## src/rtl/axi4_burst_master.sv

```systemverilog
// axi4_burst_master: command-driven AXI4 burst master.
// Takes one read or write burst command at a time, checks its legality,
// sequences AW/W/B or AR/R, streams data through the local ports and
// reports completion with a one-cycle done pulse and accumulated response.
// Optional feature macro: AXI_MASTER_TIMEOUT_EN adds a per-channel watchdog
// that aborts a stalled burst after TIMEOUT_CYCLES cycles with response 2'b11.
module axi4_burst_master #(
    parameter int DATA_WIDTH     = 32,
    parameter int ADDR_WIDTH     = 16,
    parameter int TIMEOUT_CYCLES = 1024
) (
    input  logic                  ACLK,
    input  logic                  ARESET,
    // command port
    input  logic                  cmd_valid,
    output logic                  cmd_ready,
    input  logic                  cmd_write,
    input  logic [ADDR_WIDTH-1:0] cmd_addr,
    input  logic [7:0]            cmd_len,
    input  logic [2:0]            cmd_size,
    input  logic [1:0]            cmd_burst,
    // local write stream
    input  logic [DATA_WIDTH-1:0] wr_data,
    input  logic                  wr_valid,
    output logic                  wr_ready,
    // local read stream
    output logic [DATA_WIDTH-1:0] rd_data,
    output logic                  rd_last,
    output logic                  rd_valid,
    input  logic                  rd_ready,
    // completion
    output logic                  done,
    output logic [1:0]            done_resp,
    // AXI write address channel
    output logic [ADDR_WIDTH-1:0] AWADDR,
    output logic [1:0]            AWBURST,
    output logic [7:0]            AWLEN,
    output logic [2:0]            AWSIZE,
    output logic                  AWVALID,
    input  logic                  AWREADY,
    // AXI write data channel
    output logic [DATA_WIDTH-1:0] WDATA,
    output logic                  WLAST,
    output logic                  WVALID,
    input  logic                  WREADY,
    // AXI write response channel
    input  logic [1:0]            BRESP,
    input  logic                  BVALID,
    output logic                  BREADY,
    // AXI read address channel
    output logic [ADDR_WIDTH-1:0] ARADDR,
    output logic [1:0]            ARBURST,
    output logic [7:0]            ARLEN,
    output logic [2:0]            ARSIZE,
    output logic                  ARVALID,
    input  logic                  ARREADY,
    // AXI read data channel
    input  logic [DATA_WIDTH-1:0] RDATA,
    input  logic                  RLAST,
    input  logic                  RVALID,
    input  logic [1:0]            RRESP,
    output logic                  RREADY
);

    localparam int MAX_SIZE_INT = $clog2(DATA_WIDTH / 8);
    localparam logic [2:0] MAX_SIZE = 3'(MAX_SIZE_INT);

    typedef enum logic [2:0] {
        ST_IDLE,
        ST_CHK,
        ST_AW,
        ST_W,
        ST_B,
        ST_AR,
        ST_R
    } state_t;

    state_t                state_reg, state_next;
    logic                  write_reg, write_next;
    logic [ADDR_WIDTH-1:0] addr_reg, addr_next;
    logic [7:0]            len_reg, len_next;
    logic [2:0]            size_reg, size_next;
    logic [1:0]            burst_reg, burst_next;
    logic [7:0]            cnt_reg, cnt_next;
    logic [1:0]            acc_reg, acc_next;
    logic                  len_err_reg, len_err_next;
    logic                  awvalid_reg, awvalid_next;
    logic                  arvalid_reg, arvalid_next;
    logic                  done_reg, done_next;
    logic [1:0]            done_resp_reg, done_resp_next;

    logic size_bad, wrap_bad, cmd_illegal;

    // Legality of the latched command, evaluated during CHK
    assign size_bad    = (size_reg > MAX_SIZE);
    assign wrap_bad    = (burst_reg == 2'b10) &&
                         !((len_reg == 8'd1) || (len_reg == 8'd3) ||
                           (len_reg == 8'd7) || (len_reg == 8'd15));
    assign cmd_illegal = (burst_reg == 2'b11) || size_bad || wrap_bad;

    // Address channels are driven straight from the latched command
    assign AWADDR    = addr_reg;
    assign AWBURST   = burst_reg;
    assign AWLEN     = len_reg;
    assign AWSIZE    = size_reg;
    assign AWVALID   = awvalid_reg;
    assign ARADDR    = addr_reg;
    assign ARBURST   = burst_reg;
    assign ARLEN     = len_reg;
    assign ARSIZE    = size_reg;
    assign ARVALID   = arvalid_reg;
    assign WDATA     = wr_data;
    assign rd_data   = RDATA;
    assign done      = done_reg;
    assign done_resp = done_resp_reg;

`ifdef AXI_MASTER_TIMEOUT_EN
    localparam int WD_W = $clog2(TIMEOUT_CYCLES) + 1;

    logic [WD_W-1:0] wd_reg, wd_next;
    logic            chan_busy;
    logic            chan_hs;

    // Which channel the current state waits on, and whether it handshakes now
    always_comb begin
        chan_busy = 1'b1;
        chan_hs   = 1'b0;
        case (state_reg)
            ST_AW:   chan_hs = awvalid_reg & AWREADY;
            ST_W:    chan_hs = wr_valid & WREADY;
            ST_B:    chan_hs = BVALID;
            ST_AR:   chan_hs = arvalid_reg & ARREADY;
            ST_R:    chan_hs = RVALID & rd_ready;
            default: chan_busy = 1'b0;
        endcase
    end

    // Watchdog counter register
    always_ff @(posedge ACLK or negedge ARESET) begin
        if (!ARESET) begin
            wd_reg <= '0;
        end else begin
            wd_reg <= wd_next;
        end
    end
`endif

    // State register
    always_ff @(posedge ACLK or negedge ARESET) begin
        if (!ARESET) begin
            state_reg <= ST_IDLE;
        end else begin
            state_reg <= state_next;
        end
    end

    // Latched command, beat counter, response tracking and channel valids
    always_ff @(posedge ACLK or negedge ARESET) begin
        if (!ARESET) begin
            write_reg     <= 1'b0;
            addr_reg      <= '0;
            len_reg       <= '0;
            size_reg      <= '0;
            burst_reg     <= '0;
            cnt_reg       <= '0;
            acc_reg       <= '0;
            len_err_reg   <= 1'b0;
            awvalid_reg   <= 1'b0;
            arvalid_reg   <= 1'b0;
            done_reg      <= 1'b0;
            done_resp_reg <= '0;
        end else begin
            write_reg     <= write_next;
            addr_reg      <= addr_next;
            len_reg       <= len_next;
            size_reg      <= size_next;
            burst_reg     <= burst_next;
            cnt_reg       <= cnt_next;
            acc_reg       <= acc_next;
            len_err_reg   <= len_err_next;
            awvalid_reg   <= awvalid_next;
            arvalid_reg   <= arvalid_next;
            done_reg      <= done_next;
            done_resp_reg <= done_resp_next;
        end
    end

    // Next-state logic and channel pass-through outputs
    always_comb begin
        state_next     = state_reg;
        write_next     = write_reg;
        addr_next      = addr_reg;
        len_next       = len_reg;
        size_next      = size_reg;
        burst_next     = burst_reg;
        cnt_next       = cnt_reg;
        acc_next       = acc_reg;
        len_err_next   = len_err_reg;
        awvalid_next   = awvalid_reg;
        arvalid_next   = arvalid_reg;
        done_next      = 1'b0;
        done_resp_next = done_resp_reg;
        cmd_ready      = 1'b0;
        wr_ready       = 1'b0;
        WVALID         = 1'b0;
        WLAST          = 1'b0;
        BREADY         = 1'b0;
        RREADY         = 1'b0;
        rd_valid       = 1'b0;
        rd_last        = 1'b0;
`ifdef AXI_MASTER_TIMEOUT_EN
        wd_next        = '0;
`endif

        case (state_reg)
            ST_IDLE: begin
                // Held off while done is pulsing so the two never overlap
                cmd_ready = ARESET & ~done_reg;
                if (cmd_valid && cmd_ready) begin
                    write_next = cmd_write;
                    addr_next  = cmd_addr;
                    len_next   = cmd_len;
                    size_next  = cmd_size;
                    burst_next = cmd_burst;
                    state_next = ST_CHK;
                end
            end
            ST_CHK: begin
                if (cmd_illegal) begin
                    done_next      = 1'b1;
                    done_resp_next = 2'b10;
                    state_next     = ST_IDLE;
                end else begin
                    cnt_next     = len_reg;
                    acc_next     = 2'b00;
                    len_err_next = 1'b0;
                    if (write_reg) begin
                        awvalid_next = 1'b1;
                        state_next   = ST_AW;
                    end else begin
                        arvalid_next = 1'b1;
                        state_next   = ST_AR;
                    end
                end
            end
            ST_AW: begin
                if (awvalid_reg && AWREADY) begin
                    awvalid_next = 1'b0;
                    state_next   = ST_W;
                end
            end
            ST_W: begin
                WVALID   = wr_valid;
                wr_ready = WREADY;
                WLAST    = (cnt_reg == 8'd0);
                if (wr_valid && WREADY) begin
                    if (cnt_reg == 8'd0) begin
                        state_next = ST_B;
                    end else begin
                        cnt_next = cnt_reg - 8'd1;
                    end
                end
            end
            ST_B: begin
                BREADY = 1'b1;
                if (BVALID) begin
                    done_next      = 1'b1;
                    done_resp_next = BRESP;
                    state_next     = ST_IDLE;
                end
            end
            ST_AR: begin
                if (arvalid_reg && ARREADY) begin
                    arvalid_next = 1'b0;
                    state_next   = ST_R;
                end
            end
            ST_R: begin
                RREADY   = rd_ready;
                rd_valid = RVALID;
                rd_last  = RLAST;
                if (RVALID && rd_ready) begin
                    acc_next = acc_reg | RRESP;
                    if (cnt_reg != 8'd0) begin
                        cnt_next = cnt_reg - 8'd1;
                    end
                    if (RLAST) begin
                        done_next  = 1'b1;
                        state_next = ST_IDLE;
                        // Early or late RLAST is a length mismatch
                        if ((cnt_reg != 8'd0) || len_err_reg) begin
                            done_resp_next = 2'b10;
                        end else begin
                            done_resp_next = acc_reg | RRESP;
                        end
                    end else if (cnt_reg == 8'd0) begin
                        len_err_next = 1'b1;
                    end
                end
            end
            default: begin
                state_next = ST_IDLE;
            end
        endcase

`ifdef AXI_MASTER_TIMEOUT_EN
        // Watchdog overrides the state's own decision once it expires
        if (chan_busy) begin
            if (chan_hs) begin
                wd_next = '0;
            end else if (wd_reg == WD_W'(TIMEOUT_CYCLES - 1)) begin
                wd_next        = '0;
                awvalid_next   = 1'b0;
                arvalid_next   = 1'b0;
                done_next      = 1'b1;
                done_resp_next = 2'b11;
                state_next     = ST_IDLE;
            end else begin
                wd_next = wd_reg + WD_W'(1);
            end
        end
`endif
    end

endmodule

```

## config.mk

```make
export PLATFORM = sky130hd
export DESIGN_NAME = axi4_burst_master
export DESIGN_NICKNAME = d
export VERILOG_FILES = /design/src/rtl/axi4_burst_master.sv
export SDC_FILE = /design/constraint.sdc
export NUM_CORES = 1
export LEC_CHECK = 0
export BUFFER_PORTS_ARGS = -buffer_cell sky130_fd_sc_hd__buf_2
export CAP_MARGIN = 30
export CORE_UTILIZATION = 35
export DETAILED_ROUTE_END_ITERATION = 10
export PLACE_DENSITY = 0.72
export SLEW_MARGIN = 20
export SYNTH_ARGS = -nofsm -noshare
export SYNTH_HDL_FRONTEND = slang
export SYNTH_SLANG_ARGS = --single-unit
```

## constraint.sdc

```tcl
create_clock -name ACLK -period 6.6 [get_ports ACLK]
set_clock_uncertainty 0.1 [all_clocks]
set_input_delay 0.66 -clock ACLK [delete_from_list [all_inputs] [get_ports ACLK]]
set_output_delay 0.66 -clock ACLK [all_outputs]
set_load 0.1 [all_outputs]
```

[After elaboration in Yosys (flattened, before gate mapping)]
Cells that the tools add are included.
Word-level totals
  bits of input ports: 109
  logic and storage cells: 127
  output and inout port bits: 135
  register bits after elaboration: 49
Cells by class
  bitwise gates (word level): 3
  equality and inequality tests: 28
  mux-type cells: 52
  reductions and logical operators: 29
  add/subtract/negate cells: 1
  order comparisons: 1
Operators by type and width (count)
  2-to-1 mux 8 bit: 5
  inequality test 2 bit (second input constant): 16
  2-to-1 mux 3 bit: 10
  one-hot mux 8 bit (3 select lines): 1
  2-to-1 mux 1 bit: 22
  one-hot mux 3 bit (7 select lines): 1
  2-to-1 mux 2 bit: 7
  AND reduction 5 bit: 2
  equality test 3 bit (second input constant): 3
  equality test 8 x 1 -> 1 bit (second input constant): 1
  equality test 8 x 2 -> 1 bit (second input constant): 1
  equality test 8 x 3 -> 1 bit (second input constant): 1
  equality test 8 x 4 -> 1 bit (second input constant): 1
  logical NOT 8 bit: 1
  AND reduction 4 bit: 2
  AND reduction 8 bit: 1
  nonzero test 8 bit: 1
  subtractor 8 x 1 -> 8 bit (second input constant): 1
  equality test 3 x 2 -> 1 bit (second input constant): 2
  logical AND 1 bit: 6
  logical OR 1 bit: 6
  one-hot mux 1 bit (2 select lines): 3
  one-hot mux 2 bit (3 select lines): 1
  AND reduction 6 bit: 1
  14 further kinds: 18

[Logic depth before layout (Yosys ltp)]
Gate-level depths: netlist (run 1).
  depth after elaboration: 9
  mapped depth: 7
  mapped depth without buffers: 7

[Worst setup path before layout (run 1)]
OpenSTA, ideal clock, no wires.
  path kind: reg-to-output
  from: register done_reg (netlist: done)
  to: output port cmd_ready
  path buffers: 0
  cell stages (with the launch flop): 4
  arrival time: 3.067 ns
  path slack: 2.773 ns
  data required time: 5.840 ns
  path through: dfrtp_1 -> nor2_1 -> nand2_1 -> nor3_1
On the way
  word-level cells in the longest chain between the ends: 3
Ends and longest elaborated chain
  from (decl): RTL line 89  | logic done_reg, done_next;
  from (signal assigned): RTL line 183  | done_reg <= done_next;
  inverter 1 bit: RTL line 218  | cmd_ready = ARESET & ~done_reg;
  AND 1 bit: RTL line 218
  2-to-1 mux 1 bit: RTL line 215  | case (state_reg)
  to (decl): RTL line 16  | output logic cmd_ready,
No other way between the ends.

[Worst setup path in the final report (run 1)]
  from: register cnt_reg[0]
  to: output port WLAST
On the way
  word-level cells in the longest chain between the ends: 2
Ends and longest elaborated chain
  from (decl): RTL line 84  | logic [7:0] cnt_reg, cnt_next;
  from (signal assigned): RTL line 178  | cnt_reg <= cnt_next;
  logical NOT 8 bit: RTL line 255  | WLAST = (cnt_reg == 8'd0);
  2-to-1 mux 1 bit: RTL line 215
  to (decl): RTL line 43  | output logic WLAST,
No other way between the ends.

==> qor.csv, run 1 <==
metric;value;unit
post-route antenna net violation count;0;
Post-CTS Hold Fix Bufs;0;
most common cell after layout, fill and taps aside;buf_2;
Clock Latency Late Sink;300;ps
DRT Pass-1 Iters;4;
worst hold slack;362.6;ps
Layout area overhead;3.291;%
Post-synth EDFFs;0;
nets;445;
fin crit share;49.14;%
RSZ-0062 raised after global routing;no;
Worst path max stage delay;520;ps
Top delay family on crit path;simple AND/OR/NAND/NOR gates;
largest net degree at the start of global routing;52;
Avg Inst Size Synth;10.03;µm²
DR WL/cell;15.84;µm
Remaining DRCs;0;
post-DP HPWL;5339;µm
CP Cell Sequence;inv_1, ha_1, or4b_4, nor4_4, and3_2, buf_2;
TritonCTS Buffers;5;
synth unique cells;50;
setup ws final;3357;ps
Area contributors post-synth;dfrtp_1, buf_4, mux2_2;
die area;9290;µm²
CTS clk-pin slew, worst paths;90;ps
DIE HEIGHT;96.39;µm
cell count after synthesis;311;
top cell type by total area after synthesis;dfrtp_1;
root buf cell;clkbuf_8;
max reg flops;16;
Initial Util;35.93;%
Sum Neg Setup Slack;0;ps
TritonCTS clock tree;done;
Vias/cell;5.054;
most frequent cells in the layout;buf_2, dfrtp_1, mux2_2;
Buffers on Ports;115;
diodes inserted;0;
# Max-Cap Violations;0;
GPL Wtd Cong;0.8764;
Startpoint Class;flop;
Slew Limit Fails;0;
min Tclk post-route;3243;ps
endpoint type of the worst setup path;primary output;
Async SR Flop Fraction;100.0;%
initial antenna violation count;0;
FF+latch count, synth;49;
critical path's slowest cell;or4b_4;
Crit path buffers/inverters;2;
syn_nets;421;
Crit Path Category;flop to primary output;
final hold vios;0;
Synth Cell Area;3118;µm²
post-cts resize count;0;
status;finished, final reports clean;
worst-margin pin slew;793.9;ps
# rows;34;
clock sink total;49;
Synth warnings;0;
Hold Crit Class;input pin to async pin;
share of the synthesized area in the top cell type;39.33;%
part of the Yosys area used for sequential elements;39.33;%
global-route wire length before repair;10020;µm
io pins;244;
drt initial violations;57;
final setup vio count;0;
DIE WIDTH;96.39;µm
gr usage total;14.38;%
arrival time at the worst endpoint;2480;ps
Max Clock Freq;0.3083;GHz
drt total wl;7033;µm
post-CTS setup buffer count;0;
max_slew headroom;46.72;%
vias in the first global route;1997;
H-tree levels;2;
GRT overflow;0;
vias post-DR;2244;
Setup WS pre-CTS;3690;ps
critical path peak fanout;5;
ys flop type;dfrtp_1;
share of cells above drive strength 1;49.70;%
Data required, critical path;5840;ps
CTS max path bufs;2;
core box area;8678;µm²
kinds of logic (layout without fill, tap and decap cells):
| logic type | count (synthesis) | after routing | share of synthesized area, % |
|---|---|---|---|
| adder cells (fa/ha/maj) | 1 | 1 | 0.4012 |
| buffers and inverters | 109 | 134 | 24.40 |
| multiplexers | 34 | 34 | 12.36 |
| AND/OR/NAND/NOR | 68 | 68 | 12.40 |
| flip-flops | 49 | 49 | 39.33 |
| AO/OA/AOI/OAI | 50 | 50 | 11.12 |
metrics by stage:
step	std cells	cell area [µm²]	util, %
floorplan	311	3118	-
global placement	434	3109	35.83
detailed placement	435	3117	35.91
CTS	443	3213	37.02
global route	444	3221	37.11
finish	444	3221	37.11
cells in the mapped netlist, types with 2 or more instances:
cell and instances:
a21oi_1 11, a221oi_1 2, a31oi_1 2, and2_1 3
and3_1 4, and3_2 2, buf_2 2, buf_4 93
clkbuf_1 7, dfrtp_1 49, inv_1 7, mux2_2 32
nand2_1 12, nand2b_1 5, nand3_1 2, nand4_1 4
nor2_1 16, nor2b_1 3, nor3_1 7, o2111ai_1 3
o21ai_0 10, o21ai_1 2, o2bb2ai_1 5, o31ai_1 2
cell type report:
class / count / area, µm²
clock buffers: 6 / 82.58
fillers: 911 / 5458
inverters: 7 / 26.28
well taps: 108 / 135.1
flip-flops and latches: 49 / 1226
multi-input cells: 153 / 1131
clock inverters: 2 / 13.76
repair buffers: 119 / 605.6
routing by layer:
metal	vias up	global-route usage (%)	wire [µm]
li1	1037	-	-
met1	1065	17.40	2859
met3	18	4.069	602
met2	124	23.76	3418
met5	-	0	0
met4	0	6.495	152
final timing paths:
kind | start | endpoint | slack (ps) | depth (start not counted)
worst max-delay path | cnt_reg[0] | WLAST | 3360 | 6
worst max register to register | cnt_reg[0] | cnt_reg[1] | 4170 | 7
worst min-delay path | ARESET | cnt_reg[7] | 360 | 2
max in group asynchronous | ARESET | cnt_reg[0] | 5600 | 2
worst min register to register | acc_reg[0] | acc_reg[0] | 410 | 2
min in group ACLK | acc_reg[0] | acc_reg[0] | 410 | 2
Power of run 1 is left out: the tool's default activity adds up to more than one toggle a clock period on the data nets, which glitch-free logic cannot reach.
==> inputs of run 2 (changes only) <==
==> constraint.sdc (replaced) <==
create_clock -name ACLK -period 3.2 [get_ports ACLK]
set_clock_uncertainty 0.1 [all_clocks]
set_input_delay 0.32 -clock ACLK [delete_from_list [all_inputs] [get_ports ACLK]]
set_output_delay 0.32 -clock ACLK [all_outputs]
set_load 0.1 [all_outputs]
==> run 2 against run 1 <==
Sequential cell count unchanged. Routed wire length decreased by 2.4%. Die area is the same. First-iteration DRC count is 88% higher. Register-to-register slack worse by 3400 ps. Global-route usage is essentially flat. Non-clock buffer count up 1. Highest routed layer unchanged.
==> qor.csv, run 2 (same netlist as run 1, synthesis figures left out) <==
metric;value;unit
status;finished, final reports clean;
most frequent cells in the layout;buf_2, dfrtp_1, mux2_2;
post-DP HPWL;5184;µm
Reg area;1226;µm²
Initial Util;35.93;%
Hold Crit Class;input pin to async pin;
RSZ-0062 raised after global routing;no;
r2r setup slk;770;ps
drt initial violations;107;
final setup vio count;0;
Startpoint Class;flop;
nets;446;
Slew Limit Fails;0;
endpoint type of the worst setup path;primary output;
DIE HEIGHT;96.39;µm
Clock Latency Late Sink;300;ps
GPL Wtd Cong;0.8353;
TritonCTS clock tree;done;
die area;9290;µm²
# Max-Cap Violations;0;
gr usage total;14.37;%
CTS clk-pin slew, worst paths;90;ps
global-route wire length before repair;10240;µm
core box area;8678;µm²
Sum Neg Setup Slack;0;ps
diodes inserted;0;
io pins;244;
H-tree levels;2;
worst r2r path cells;7;
drt total wl;6865;µm
CTS max path bufs;2;
root buf cell;clkbuf_8;
# fillers;927;
# rows;34;
GR Layer Usage met3;4.382;%
arrival time at the worst endpoint;2500;ps
initial antenna violation count;0;
max_slew headroom;57.57;%
Layout area overhead;3.291;%
share of cells above drive strength 1;49.55;%
final hold vios;0;
fin crit share;91.19;%
DR WL/cell;15.43;µm
largest net degree at the start of global routing;50;
Crit Path Category;flop to primary output;
Buffers on Ports;115;
most common cell after layout, fill and taps aside;buf_2;
Max Clock Freq;0.3427;GHz
area of the multi-input gates;1136;µm²
post-CTS setup buffer count;0;
clock sink total;49;
worst-margin pin slew;636.4;ps
DIE WIDTH;96.39;µm
Post-CTS Hold Fix Bufs;0;
post-route antenna net violation count;0;
vias post-DR;2247;
grt met1 use;18.11;%
worst r2r dst;cnt_reg[1];
TritonCTS Buffers;5;
vias in the first global route;2033;
min Tclk post-route;2918;ps
post-cts resize count;0;
Worst R2R Start;cnt_reg[0];
DRT Pass-1 Iters;4;
GRT overflow;0;
Remaining DRCs;0;
max reg flops;16;
grt met2 use;23.76;%
Vias/cell;5.049;
GR peak layer;met2;
critical path peak fanout;5;
Data required, critical path;2780;ps
==> run 2: how the worst max path moves through the flow <==
stage                 startpoint      endpoint  slack (ps)  cells past startpoint
finish                cnt_reg[0]         WLAST         280                      6
global route          cnt_reg[0]         WLAST         170                      6
CTS                   cnt_reg[0]         WLAST         270                      6
detailed placement    cnt_reg[0]         WLAST         600                      6
global placement      cnt_reg[0]         WLAST         660                      6
floorplan           state_reg[0]  done_resp[0]         340                      5
==> run 2: area by class of cell <==
| class | count | share of cell area (%) |
|---|---|---|
| sequential | 49 | 38.07 |
| clock inverter | 1 | 0.2331 |
| multi-input combinational | 153 | 35.28 |
| tap | 108 | 4.196 |
| inverter | 7 | 0.8159 |
| clock buffer | 7 | 2.370 |
| timing repair buffer | 120 | 19.04 |
==> run 2: layer usage <==
layer / up-vias / routed length (µm) / share of wire [%]
met2: 102 / 3388 / 49
met4: 0 / 100 / 1.5
met1: 1084 / 2759 / 40
met5: - / 0 / 0
li1: 1038 / - / -
met3: 23 / 617 / 9.0
==> run 2: stage by stage <==
step                utilization (%)  cell area, µm²  setup slack, ps  hold slack, ps  instances
global route                  37.11            3221            171.7           111.8        445
detailed placement            36.14            3137            599.3           381.3        437
finish                        37.11            3221            282.1           56.80        445
floorplan                         -            3123            341.6          -75.59        311
CTS                           37.11            3221            267.7           89.10        445
global placement              36.14            3137            658.9           373.7        437
==> run 2: worst max-delay path, stage by stage (launching register included) <==
cell     delay [ps]
dfrtp_1         400
inv_1            80
ha_1            190
or4b_4          530
nor4_4          350
and3_2          240
buf_2           420
Power of run 2 is left out for the same reason.
